$ cat src/rtl/circuit1_window_acc.sv
// Window accumulator for the circuit1 datapath: saturating sum of x and signed max of z
// over WIN accepted samples, presented on a valid/ready result port.
module circuit1_window_acc #(
  parameter int XW   = 16,
  parameter int ZW   = 8,
  parameter int ACCW = 24,
  parameter int WIN  = 4
) (
  input  logic                   clk,
  input  logic                   rst,
  input  logic                   flush,
  input  logic                   in_valid,
  output logic                   in_ready,
  input  logic signed [XW-1:0]   x,
  input  logic signed [ZW-1:0]   z,
  output logic                   out_valid,
  input  logic                   out_ready,
  output logic signed [ACCW-1:0] out_sum,
  output logic signed [ZW-1:0]   out_max,
  output logic                   out_ovf
);

  typedef enum logic [1:0] {IDLE, ACCUM, HOLD} state_t;

  localparam int CW = (WIN > 1) ? $clog2(WIN) : 1;

  state_t                 r_state;
  logic [CW-1:0]          r_count;
  logic signed [ACCW-1:0] r_acc;
  logic signed [ZW-1:0]   r_max;
  logic                   r_ovf;
  logic                   r_out_valid;
  logic signed [ACCW-1:0] r_out_sum;
  logic signed [ZW-1:0]   r_out_max;
  logic                   r_out_ovf;

  logic                   w_accept;
  logic                   w_take;
  logic                   w_last;
  logic signed [ACCW-1:0] w_x_ext;
  logic signed [ACCW:0]   w_sum_wide;
  logic signed [ACCW-1:0] w_acc_next;
  logic signed [ZW-1:0]   w_max_next;
  logic                   w_ovf_next;

  // One guard bit is enough: the top two bits of the widened sum disagree only on overflow.
  function automatic logic sat_hit(input logic signed [ACCW:0] s);
    return s[ACCW] != s[ACCW-1];
  endfunction

  function automatic logic signed [ACCW-1:0] sat_clamp(input logic signed [ACCW:0] s);
    if (s[ACCW] == s[ACCW-1])
      return s[ACCW-1:0];
    else if (s[ACCW])
      return {1'b1, {(ACCW-1){1'b0}}};
    else
      return {1'b0, {(ACCW-1){1'b1}}};
  endfunction

  function automatic logic signed [ZW-1:0] smax(input logic signed [ZW-1:0] a,
                                                input logic signed [ZW-1:0] b);
    return (b > a) ? b : a;
  endfunction

  assign in_ready   = !flush && ((r_state != HOLD) || out_ready);
  assign w_accept   = in_valid && in_ready;
  assign w_take     = r_out_valid && out_ready;
  assign w_last     = (r_count == CW'(WIN - 1));

  assign w_x_ext    = ACCW'(x);
  assign w_sum_wide = (ACCW+1)'(r_acc) + (ACCW+1)'(w_x_ext);
  assign w_acc_next = sat_clamp(w_sum_wide);
  assign w_ovf_next = r_ovf | sat_hit(w_sum_wide);
  assign w_max_next = smax(r_max, z);

  assign out_valid  = r_out_valid;
  assign out_sum    = r_out_sum;
  assign out_max    = r_out_max;
  assign out_ovf    = r_out_ovf;

  always_ff @(posedge clk or negedge rst) begin
    if (!rst) begin
      r_state     <= IDLE;
      r_count     <= '0;
      r_acc       <= '0;
      r_max       <= '0;
      r_ovf       <= 1'b0;
      r_out_valid <= 1'b0;
      r_out_sum   <= '0;
      r_out_max   <= '0;
      r_out_ovf   <= 1'b0;
    end else if (flush) begin
      r_state     <= IDLE;
      r_count     <= '0;
      r_out_valid <= 1'b0;
    end else begin
      case (r_state)
        IDLE: begin
          if (w_accept) begin
            r_acc <= w_x_ext;
            r_max <= z;
            r_ovf <= 1'b0;
            if (WIN == 1) begin
              r_out_sum   <= w_x_ext;
              r_out_max   <= z;
              r_out_ovf   <= 1'b0;
              r_out_valid <= 1'b1;
              r_count     <= '0;
              r_state     <= HOLD;
            end else begin
              r_count <= CW'(1);
              r_state <= ACCUM;
            end
          end
        end
        ACCUM: begin
          if (w_accept) begin
            r_acc <= w_acc_next;
            r_max <= w_max_next;
            r_ovf <= w_ovf_next;
            if (w_last) begin
              r_out_sum   <= w_acc_next;
              r_out_max   <= w_max_next;
              r_out_ovf   <= w_ovf_next;
              r_out_valid <= 1'b1;
              r_count     <= '0;
              r_state     <= HOLD;
            end else begin
              r_count <= r_count + CW'(1);
            end
          end
        end
        HOLD: begin
          if (w_take) begin
            if (w_accept) begin
              // Result leaves and the next window's first sample arrives in the same cycle.
              r_acc <= w_x_ext;
              r_max <= z;
              r_ovf <= 1'b0;
              if (WIN == 1) begin
                r_out_sum   <= w_x_ext;
                r_out_max   <= z;
                r_out_ovf   <= 1'b0;
                r_out_valid <= 1'b1;
                r_state     <= HOLD;
              end else begin
                r_count     <= CW'(1);
                r_out_valid <= 1'b0;
                r_state     <= ACCUM;
              end
            end else begin
              r_out_valid <= 1'b0;
              r_state     <= IDLE;
            end
          end
        end
        default: begin
          r_state     <= IDLE;
          r_count     <= '0;
          r_out_valid <= 1'b0;
        end
      endcase
    end
  end

endmodule
$ cat config.mk
export PLATFORM = sky130hd
export DESIGN_NAME = circuit1_window_acc
export DESIGN_NICKNAME = d
export VERILOG_FILES = /design/src/rtl/circuit1_window_acc.sv
export SDC_FILE = /design/constraint.sdc
export NUM_CORES = 1
export LEC_CHECK = 0
export ABC_AREA = 0
export CORE_MARGIN = 2
export CORE_UTILIZATION = 40
export DETAILED_ROUTE_END_ITERATION = 10
export HOLD_SLACK_MARGIN = 0.02
export PLACE_DENSITY = 0.58
export SYNTH_ARGS = -nofsm -noshare
export SYNTH_HDL_FRONTEND = slang
export SYNTH_SLANG_ARGS = --single-unit
$ cat constraint.sdc
create_clock -name clk -period 4.2 [get_ports clk]
set_clock_uncertainty 0.1 [all_clocks]
set_input_delay 0.84 -clock clk [delete_from_list [all_inputs] [get_ports clk]]
set_output_delay 0.84 -clock clk [all_outputs]
set_load 0.01 [all_outputs]
-- After elaboration in Yosys (flattened, before gate mapping)
Index checks and enable logic that the tools add are counted.
- register bits after elaboration: 71
- output and inout port bits: 35
- add/subtract/negate cells: 2
- magnitude comparators: 1
- eq/ne operators: 13
- mux-type cells: 33
- bitwise logic cells: 2
- reduce and logical (&&, ||, !) cells: 12
- operator list (cell ; number):
    $mux 24 ; 5
    $pmux 24 s3 ; 1
    $mux 8 ; 4
    $add 24x16->25 ; 1
    $pmux 8 s3 ; 1
    $mux 2 ; 10
    $reduce_and 4->1 ; 4
    $ne 3x3->1 const B ; 4
    $pmux 2 s3 ; 2
    $gt 8x8->1 ; 1
    $mux 1 ; 8
    $ne 2x2->1 const B ; 4
    $pmux 1 s3 ; 2
    $eq 2x2->1 const B ; 2
    $logic_and 1x1->1 ; 3
    $reduce_bool 3->1 ; 1
    $add 2x1->2 const B ; 1
    $eq 2x1->1 const B ; 1
    $logic_not 2->1 ; 1
    $reduce_and 2->1 ; 1
    $eq 1x1->1 ; 1
    $logic_not 1->1 ; 1
    $logic_or 1x1->1 ; 1
    $ne 1x1->1 ; 1
    other kinds (2) ; 2

-- Logic depth before layout (Yosys ltp)
Gate-level depths: netlist of run 1.
- word-level depth: 8
- depth in mapped cells: 13
- depth with buffers taken out: 11

-- Worst setup path after synthesis of run 1
OpenSTA, ideal clock, no wires.
- path type: in2reg
- from: in x[0]
- to: reg r_acc[17]
- setup time: 149 ps
- arrival: 3150 ps
- data required time: 3951 ps
- setup slack: 801 ps
- stages on the path: 13
- buffers on the path: 2
- cells stage by stage: ha_1 -> inv_1 -> fa_1 -> nand2b_1 -> a21oi_1 -> o21ai_0 -> o211ai_2 -> a311oi_4 -> or3_1 -> buf_4 -> buf_4 -> nand4_1 -> nand4_1
- word-level cells in the longest chain between the ends: 5
- elaborated cells between the ends (all ways): 6
- those cells by class: add/sub (1); eq/ne (1); mux (4)
- RTL lines (what ; RTL line ; text):
    from (decl) ; 14 ; input logic signed [XW-1:0] x,
    $add 24x16->25 (*) ; 71 ; assign w_sum_wide = (ACCW+1)'(r_acc) + (ACCW+1)'(w_x_ext);
    $mux 24 / $eq 1x1->1 (equally long branches) ; 54, 52 ;
    $mux 24 (*) ; 52 ; if (s[ACCW] == s[ACCW-1])
    $mux 24 (*) ; 117 ; if (w_accept) begin
    $pmux 24 s3 (*) ; 97 ; case (r_state)
    to (signal assigned) ; 100 ; r_acc <= w_x_ext;
    to (signal assigned) ; 118 ; r_acc <= w_acc_next;
    to (signal assigned) ; 137 ; r_acc <= w_x_ext;
    to (decl) ; 29 ; logic signed [ACCW-1:0] r_acc;
Every way passes the cells marked *; elsewhere a longest branch is shown, timed or not. The select of a mux whose other input is x is not followed.
A chain may end at the register's enable or synchronous reset.

-- Worst setup path after layout of run 1
- from: in x[0]
- to: reg r_acc[1]
Same word-level chain as after synthesis.

==> results of run 1 <==
-- Yosys cell counts, drive strengths merged (2+ instances only) --
| cell | number |
|---|---|
| xor2 | 6 |
| nand3 | 26 |
| xnor2 | 15 |
| and3 | 2 |
| nor3 | 6 |
| o21a | 11 |
| a31oi | 6 |
| a211oi | 6 |
| and2 | 2 |
| nor4 | 2 |
| or3 | 16 |
| o211ai | 5 |
| inv | 18 |
| buf | 11 |
| nand2 | 44 |
| clkbuf | 22 |
| o22ai | 9 |
| nand4 | 22 |
| nor3b | 3 |
| nand2b | 5 |
| a31o | 7 |
| o21ai | 32 |
| or4 | 2 |
| nor2 | 57 |
| ha | 33 |
| dfrtp | 71 |
| a21o | 5 |
| mux2i | 9 |
| a21oi | 85 |
| o31a | 2 |
| o31ai | 2 |
-- critical path: stages --
cell and delay (ns):
clkdlybuf4s50_1 0.49, ha_1 0.20, inv_1 0.06, fa_1 0.37, nand2b_1 0.19, a21oi_1 0.21, o21ai_0 0.23, o211ai_2 0.26
a311oi_4 0.16, or3_1 0.42, buf_12 0.19, nand3b_1 0.14, a221oi_2 0.07
-- report_power, final --
part	switching (µW)	internal, µW	leakage (µW)
sequential	90.1	826	0.000904
combinational	1010	769	0.00156
clock	286	452	0.000142
total	1390	2050	0.00261
-- final cells by class --
cell class | count | area (µm²) | area share (%)
multi-input cells | 435 | 2830 | 47.4
clock inverters | 5 | 50.0 | 0.839
repair buffers | 82 | 831 | 13.9
well taps | 147 | 184 | 3.08
inverters | 18 | 67.6 | 1.13
clock buffers | 10 | 229 | 3.84
flip-flops and latches | 71 | 1780 | 29.8
-- state kept, by name, summed over array words and instances (netlist names) --
register / count
out_sum: 24
r_acc: 24
out_max: 8
r_max: 8
r_count: 2
r_state: 2
out_ovf: 1
out_valid: 1
r_ovf: 1
-- per-stage QoR --
step	hold WS [ns]	cells	util (%)	setup slack, ns
after floorplan	0.364	557	-	0.801
after global placement	0.382	753	47.7	0.153
after detailed placement	0.387	753	47.7	0.0883
after CTS	0.401	768	50.1	0.446
after global routing	0.439	768	50.1	0.191
final	0.398	768	50.1	0.446
-- per-layer routing --
layer  track usage [%]  vias to the layer above  part of all wire [%]
met5                 0                        -                     0
met4              8.13                        0                   1.4
met3              2.70                       11                   3.4
met2              33.5                       98                    47
met1              28.6                     2131                    48
li1                  -                     2161                     -
-- final timing paths --
kind                       slack [ns]  cells after the start                  from                       to
min in group asynchronous        0.52                      1                   rst     r_max[6]$_DFFE_PN0P_
setup reg to reg                 1.04                     13  r_acc[0]$_DFFE_PN0P_  out_sum[10]$_DFFE_PN0P_
hold reg to reg                  0.40                      2     r_ovf$_DFFE_PN0P_        r_ovf$_DFFE_PN0P_
setup / recovery                 0.45                     13                  x[0]     r_acc[1]$_DFFE_PN0P_
max in group asynchronous        2.79                      2                   rst  out_sum[15]$_DFFE_PN0P_
hold / removal                   0.40                      2     r_ovf$_DFFE_PN0P_        r_ovf$_DFFE_PN0P_
-- placed cells by master, fill, tap and decap left out, drive strengths merged, types with 3 or more instances in the layout --
master / synthesis / routed
nor2: 57 / 57
a211oi: 6 / 6
nor3b: 3 / 3
mux2i: 9 / 9
buf: 11 / 20
ha: 33 / 33
o22ai: 9 / 9
or3: 16 / 16
a21oi: 85 / 85
clkdlybuf4s50: 0 / 62
nand4: 22 / 22
clkinv: 0 / 4
clkbuf: 22 / 10
a21o: 5 / 5
dfrtp: 71 / 71
inv: 18 / 18
o21ai: 32 / 32
o211ai: 5 / 5
nor3: 6 / 6
nand2: 44 / 44
nand2b: 5 / 5
o21a: 11 / 11
a31oi: 6 / 6
xnor2: 15 / 15
a31o: 7 / 7
nand3: 26 / 26
xor2: 6 / 6
-- kinds of logic (layout without fill, tap and decap cells) --
kind of cell / after synthesis / count (layout)
and+or+nand+nor: 192 / 192
AOI/OAI and AO/OA: 179 / 179
DFF: 71 / 71
buffers and inverters: 51 / 115
adders and majority gates: 34 / 34
xor gates and xnor gates: 21 / 21
muxes: 9 / 9
==> flow_metrics.tcl, run 1 <==
set metrics [dict create \
    die_area_mm2 0.0130 \
    cts.sinks 71 \
    post-route-period-util_pct 89.4 \
    post_cts_resized 0 \
    yosysTopAreaCell "dfrtp_1" \
    p_leak_uw 0.00261 \
    synthAdderAreaFrac_pct 8.92 \
    maxClockFrequency_mhz 266 \
    finalSetupViolations 0 \
    cts_tree "built" \
    die_h_um 114 \
    synthTopCellsByArea "dfrtp_1 37%, ha_1 8.5%, a21oi_1 8.0%" \
    synthFlopType "dfrtp_1" \
    finalPower_uw 3430 \
    rsz0062_at_grt "no" \
    critical_path_required_ns 4.29 \
    syn-num-nets 620 \
    synth-xor-area-share_pct 3.79 \
    tightest_slew_ns 0.914 \
    area_delta_synth_final_pct 22.9 \
    slew_headroom_pct 39.0 \
    clock-root-buffer "clkbuf_16" \
    slew_violations 0 \
    ys_seq_area_share_pct 36.6 \
    io_buffer_count 63 \
    routed_wl_um 13100 \
    hold_path_class "reg2reg" \
    grt_start_max_net_pins 37 \
    grt_pass1_vias 4295 \
    avgSynthCellArea_um2 8.71 \
    crit_arrival_ns 3.84 \
    gr-total-overflow 0 \
    synth_edf_count 0 \
    insertion_delay_ns 0.34 \
    syn_area_mm2 0.00485 \
    vias 4401 \
    yosysUniqueCellTypes 61 \
    path_clk_slew_ns 0.06 \
    holdBufCountCts 0 \
    cts_setup_buffers 0 \
    ys_warn_count 0 \
    final_hold_viol_count 0 \
    critPathKind "in2reg" \
    core.rowCount 40 \
    grt_usage_pct 20.8 \
    dpl.hpwl_um 9090 \
    htree_levels 3 \
    fin_nets 680 \
    cts_buffers 9 \
    antenna_found_initial 0 \
    start_util_pct 40.7 \
    status "finished, final reports clean" \
    die_x_um 114 \
    setup_tns_ns 0 \
    viasPerCell 5.73 \
    ant_nets 0 \
    cts_buffer_depth 2 \
    irDropWorstVdd_v 0.000200 \
    fill_cells 1160 \
    synthCells 557 \
    end_kind "flop" \
    drc 0 \
    synth-compound-area-share_pct 23.8 \
    synth_top_cell_area_share_pct 36.6 \
    avgRoutedWirePerCell_um 17.0 \
    synthSimpleGateAreaFrac_pct 19.9 \
    muxShareOfSynthArea_pct 1.86 \
    diodes 0 \
    core_area_mm2 0.0119 \
    power_density_mw_per_mm2 576 \
    max_cap_violations 0 \
    firstDrtPassIters 5 \
    ios 64 \
    gp_congestion 0.913 \
    ys_async_sr_fraction_pct 100 \
    synth-seq-cells 71 \
    grt_pass1_wl_um 21500 \
    initialDrtViolationCount 256 \
    synth_top_family_by_area "compound AO/OA/AOI/OAI gates" \
    drive_gt1_share_pct 10.3 \
    critPathMaxFanout 31 \
    start_kind "input port" \
    place_area_mm2 0.00569 \
    postLayoutCellArea_mm2 0.00597 \
    fin_crit_ns 3.75 \
]
(Power assumes the default switching activity.)
==> run 2: changes to the inputs <==
--- a/config.mk
+++ b/config.mk
@@ -11,6 +11,7 @@
 export DETAILED_ROUTE_END_ITERATION = 10
 export HOLD_SLACK_MARGIN = 0.02
 export PLACE_DENSITY = 0.58
+export SLEW_MARGIN = 20
 export SYNTH_ARGS = -nofsm -noshare
 export SYNTH_HDL_FRONTEND = slang
 export SYNTH_SLANG_ARGS = --single-unit
==> results of run 2 <==
Same layout as run 1: the final DEF is identical, and so are final timing and power.
==> run 3: changes to the inputs <==
--- a/config.mk
+++ b/config.mk
@@ -6,7 +6,6 @@
 export NUM_CORES = 1
 export LEC_CHECK = 0
 export ABC_AREA = 0
-export CORE_MARGIN = 2
 export CORE_UTILIZATION = 40
 export DETAILED_ROUTE_END_ITERATION = 10
 export HOLD_SLACK_MARGIN = 0.02
==> run 3 against run 2 <==
  * Final cell count is 0.91% lower
  * Worst hold slack worse by 0.080 ns
  * Design area is 0.57% lower
  * Total power is 1.7% higher
  * Largest cell class unchanged
  * Setup slack worse by 0.026 ns
  * The flow now finishes with violations (DRC)
  * Routed wire length is 0.36% higher
  * Critical path depth stayed put
  * Clock-buffer cell count stayed put
  * Global-route usage is 1.5 points higher
==> flow_metrics.tcl, run 3 (synthesis gave the netlist of run 1 again) <==
set metrics [dict create \
    cts_buffer_depth 2 \
    rsz0062_at_grt "no" \
    dp.cells 746 \
    core_area_mm2 0.0116 \
    start_kind "input port" \
    ant_nets 0 \
    seq_area_mm2 0.00178 \
    rrSetupSlack_ns 1.06 \
    die_h_um 112 \
    violations "DRC" \
    gr-total-overflow 0 \
    irDropWorstVdd_v 0.000232 \
    dpl.hpwl_um 9160 \
    final_cell_mix "78 x a21oi_1, 71 x dfrtp_1, 62 x clkdlybuf4s50_1" \
    diodes 0 \
    drive_gt1_share_pct 10.0 \
    tightest_slew_ns 0.827 \
    antenna_found_initial 0 \
    maxClockFrequency_mhz 265 \
    die_area_mm2 0.0126 \
    path_clk_slew_ns 0.06 \
    cts_tree "built" \
    power_density_mw_per_mm2 589 \
    postLayoutCellArea_mm2 0.00593 \
    grt_pass1_vias 4190 \
    htree_levels 3 \
    hold_path_class "in2async" \
    post-route-period-util_pct 90.0 \
    cts_buffers 9 \
    core.rowCount 39 \
    status "finished with violations" \
    io_buffer_count 63 \
    p_leak_uw 0.00259 \
    final_common_cell "a21oi_1" \
    end_kind "flop" \
    critPathKind "in2reg" \
    critPathMaxFanout 15 \
    insertion_delay_ns 0.35 \
    finalSetupViolations 0 \
    gp_congestion 0.929 \
    setup_tns_ns 0 \
    critical_path_required_ns 4.35 \
    firstDrtPassIters 8 \
    crit_arrival_ns 3.93 \
    max_cap_violations 0 \
    area_delta_synth_final_pct 22.3 \
    clock-root-buffer "clkbuf_16" \
    post_cts_resized 0 \
    fin_nets 677 \
    routed_wl_um 13100 \
    fin_crit_ns 3.78 \
    grt_usage_pct 22.3 \
    initialDrtViolationCount 400 \
    whs_ns 0.318 \
    holdBufCountCts 0 \
    ios 64 \
    place_area_mm2 0.00563 \
    die_x_um 112 \
    fill_cells 1140 \
    avgRoutedWirePerCell_um 17.2 \
    drc 5 \
    final_hold_viol_count 0 \
    grt_pass1_wl_um 21900 \
    start_util_pct 41.8 \
    cts_setup_buffers 0 \
    fin_cells 761 \
    grt_start_max_net_pins 55 \
    viasPerCell 5.78 \
    vias 4395 \
    slew_violations 0 \
    cts.sinks 71 \
    slew_headroom_pct 44.8 \
    multi_input_area_mm2 0.00283 \
]
==> run 3: worst paths after layout <==
path                                                 to                     from  cells past startpoint
worst max-delay path               r_acc[1]$_DFFE_PN0P_                     x[0]                     13
worst min-delay path             out_max[4]$_DFFE_PN0P_                      rst                      1
worst max register to register     r_acc[1]$_DFFE_PN0P_     r_acc[0]$_DFFE_PN0P_                     12
worst min register to register  out_sum[23]$_DFFE_PN0P_  out_sum[23]$_DFFE_PN0P_                      2
max in group asynchronous         r_acc[22]$_DFFE_PN0P_                      rst                      2
min in group clk                out_sum[23]$_DFFE_PN0P_  out_sum[23]$_DFFE_PN0P_                      2
==> run 3: where the power goes <==
| part | leakage [µW] | switching, µW | internal, µW | total (µW) |
|---|---|---|---|---|
| sequential | 0.000904 | 102 | 825 | 927 |
| clock | 0.000141 | 306 | 472 | 778 |
| combinational | 0.00154 | 1030 | 756 | 1790 |
==> run 3: critical path, stage by stage <==
cell and delay (ns):
clkdlybuf4s50_1 0.49, ha_1 0.20, inv_1 0.07, fa_1 0.37
nand2b_1 0.20, a21oi_1 0.21, o21ai_0 0.22, o211ai_2 0.26
a311oi_4 0.17, nor3b_2 0.42, nor3b_4 0.10, buf_12 0.17
a221oi_2 0.22
==> run 3: cell type report <==
class	instances	share of cell area (%)
Inverter	18	1.14
Clock inverter	5	0.991
Timing Repair Buffer	79	13.2
Clock buffer	10	4.03
Multi-Input combinational cell	435	47.7
Tap cell	143	3.02
Sequential cell	71	30.0
==> run 3: stage by stage <==
step                utilization [%]  power, µW  worst slack (ns)
floorplan                         -       2250             0.801
global placement               48.5       2690             0.171
detailed placement             48.5       2710            0.0389
CTS                            51.1       3510             0.425
global route                   51.1       3770             0.150
finish                         51.1       3490             0.419
==> run 3: routing by layer <==
| metal | up-vias | routed length (µm) | track usage, % |
|---|---|---|---|
| li1 | 2151 | - | - |
| met1 | 2127 | 6250 | 31.2 |
| met2 | 103 | 6050 | 34.9 |
| met3 | 14 | 596 | 3.29 |
| met4 | 0 | 210 | 8.27 |
| met5 | - | 0 | 0 |
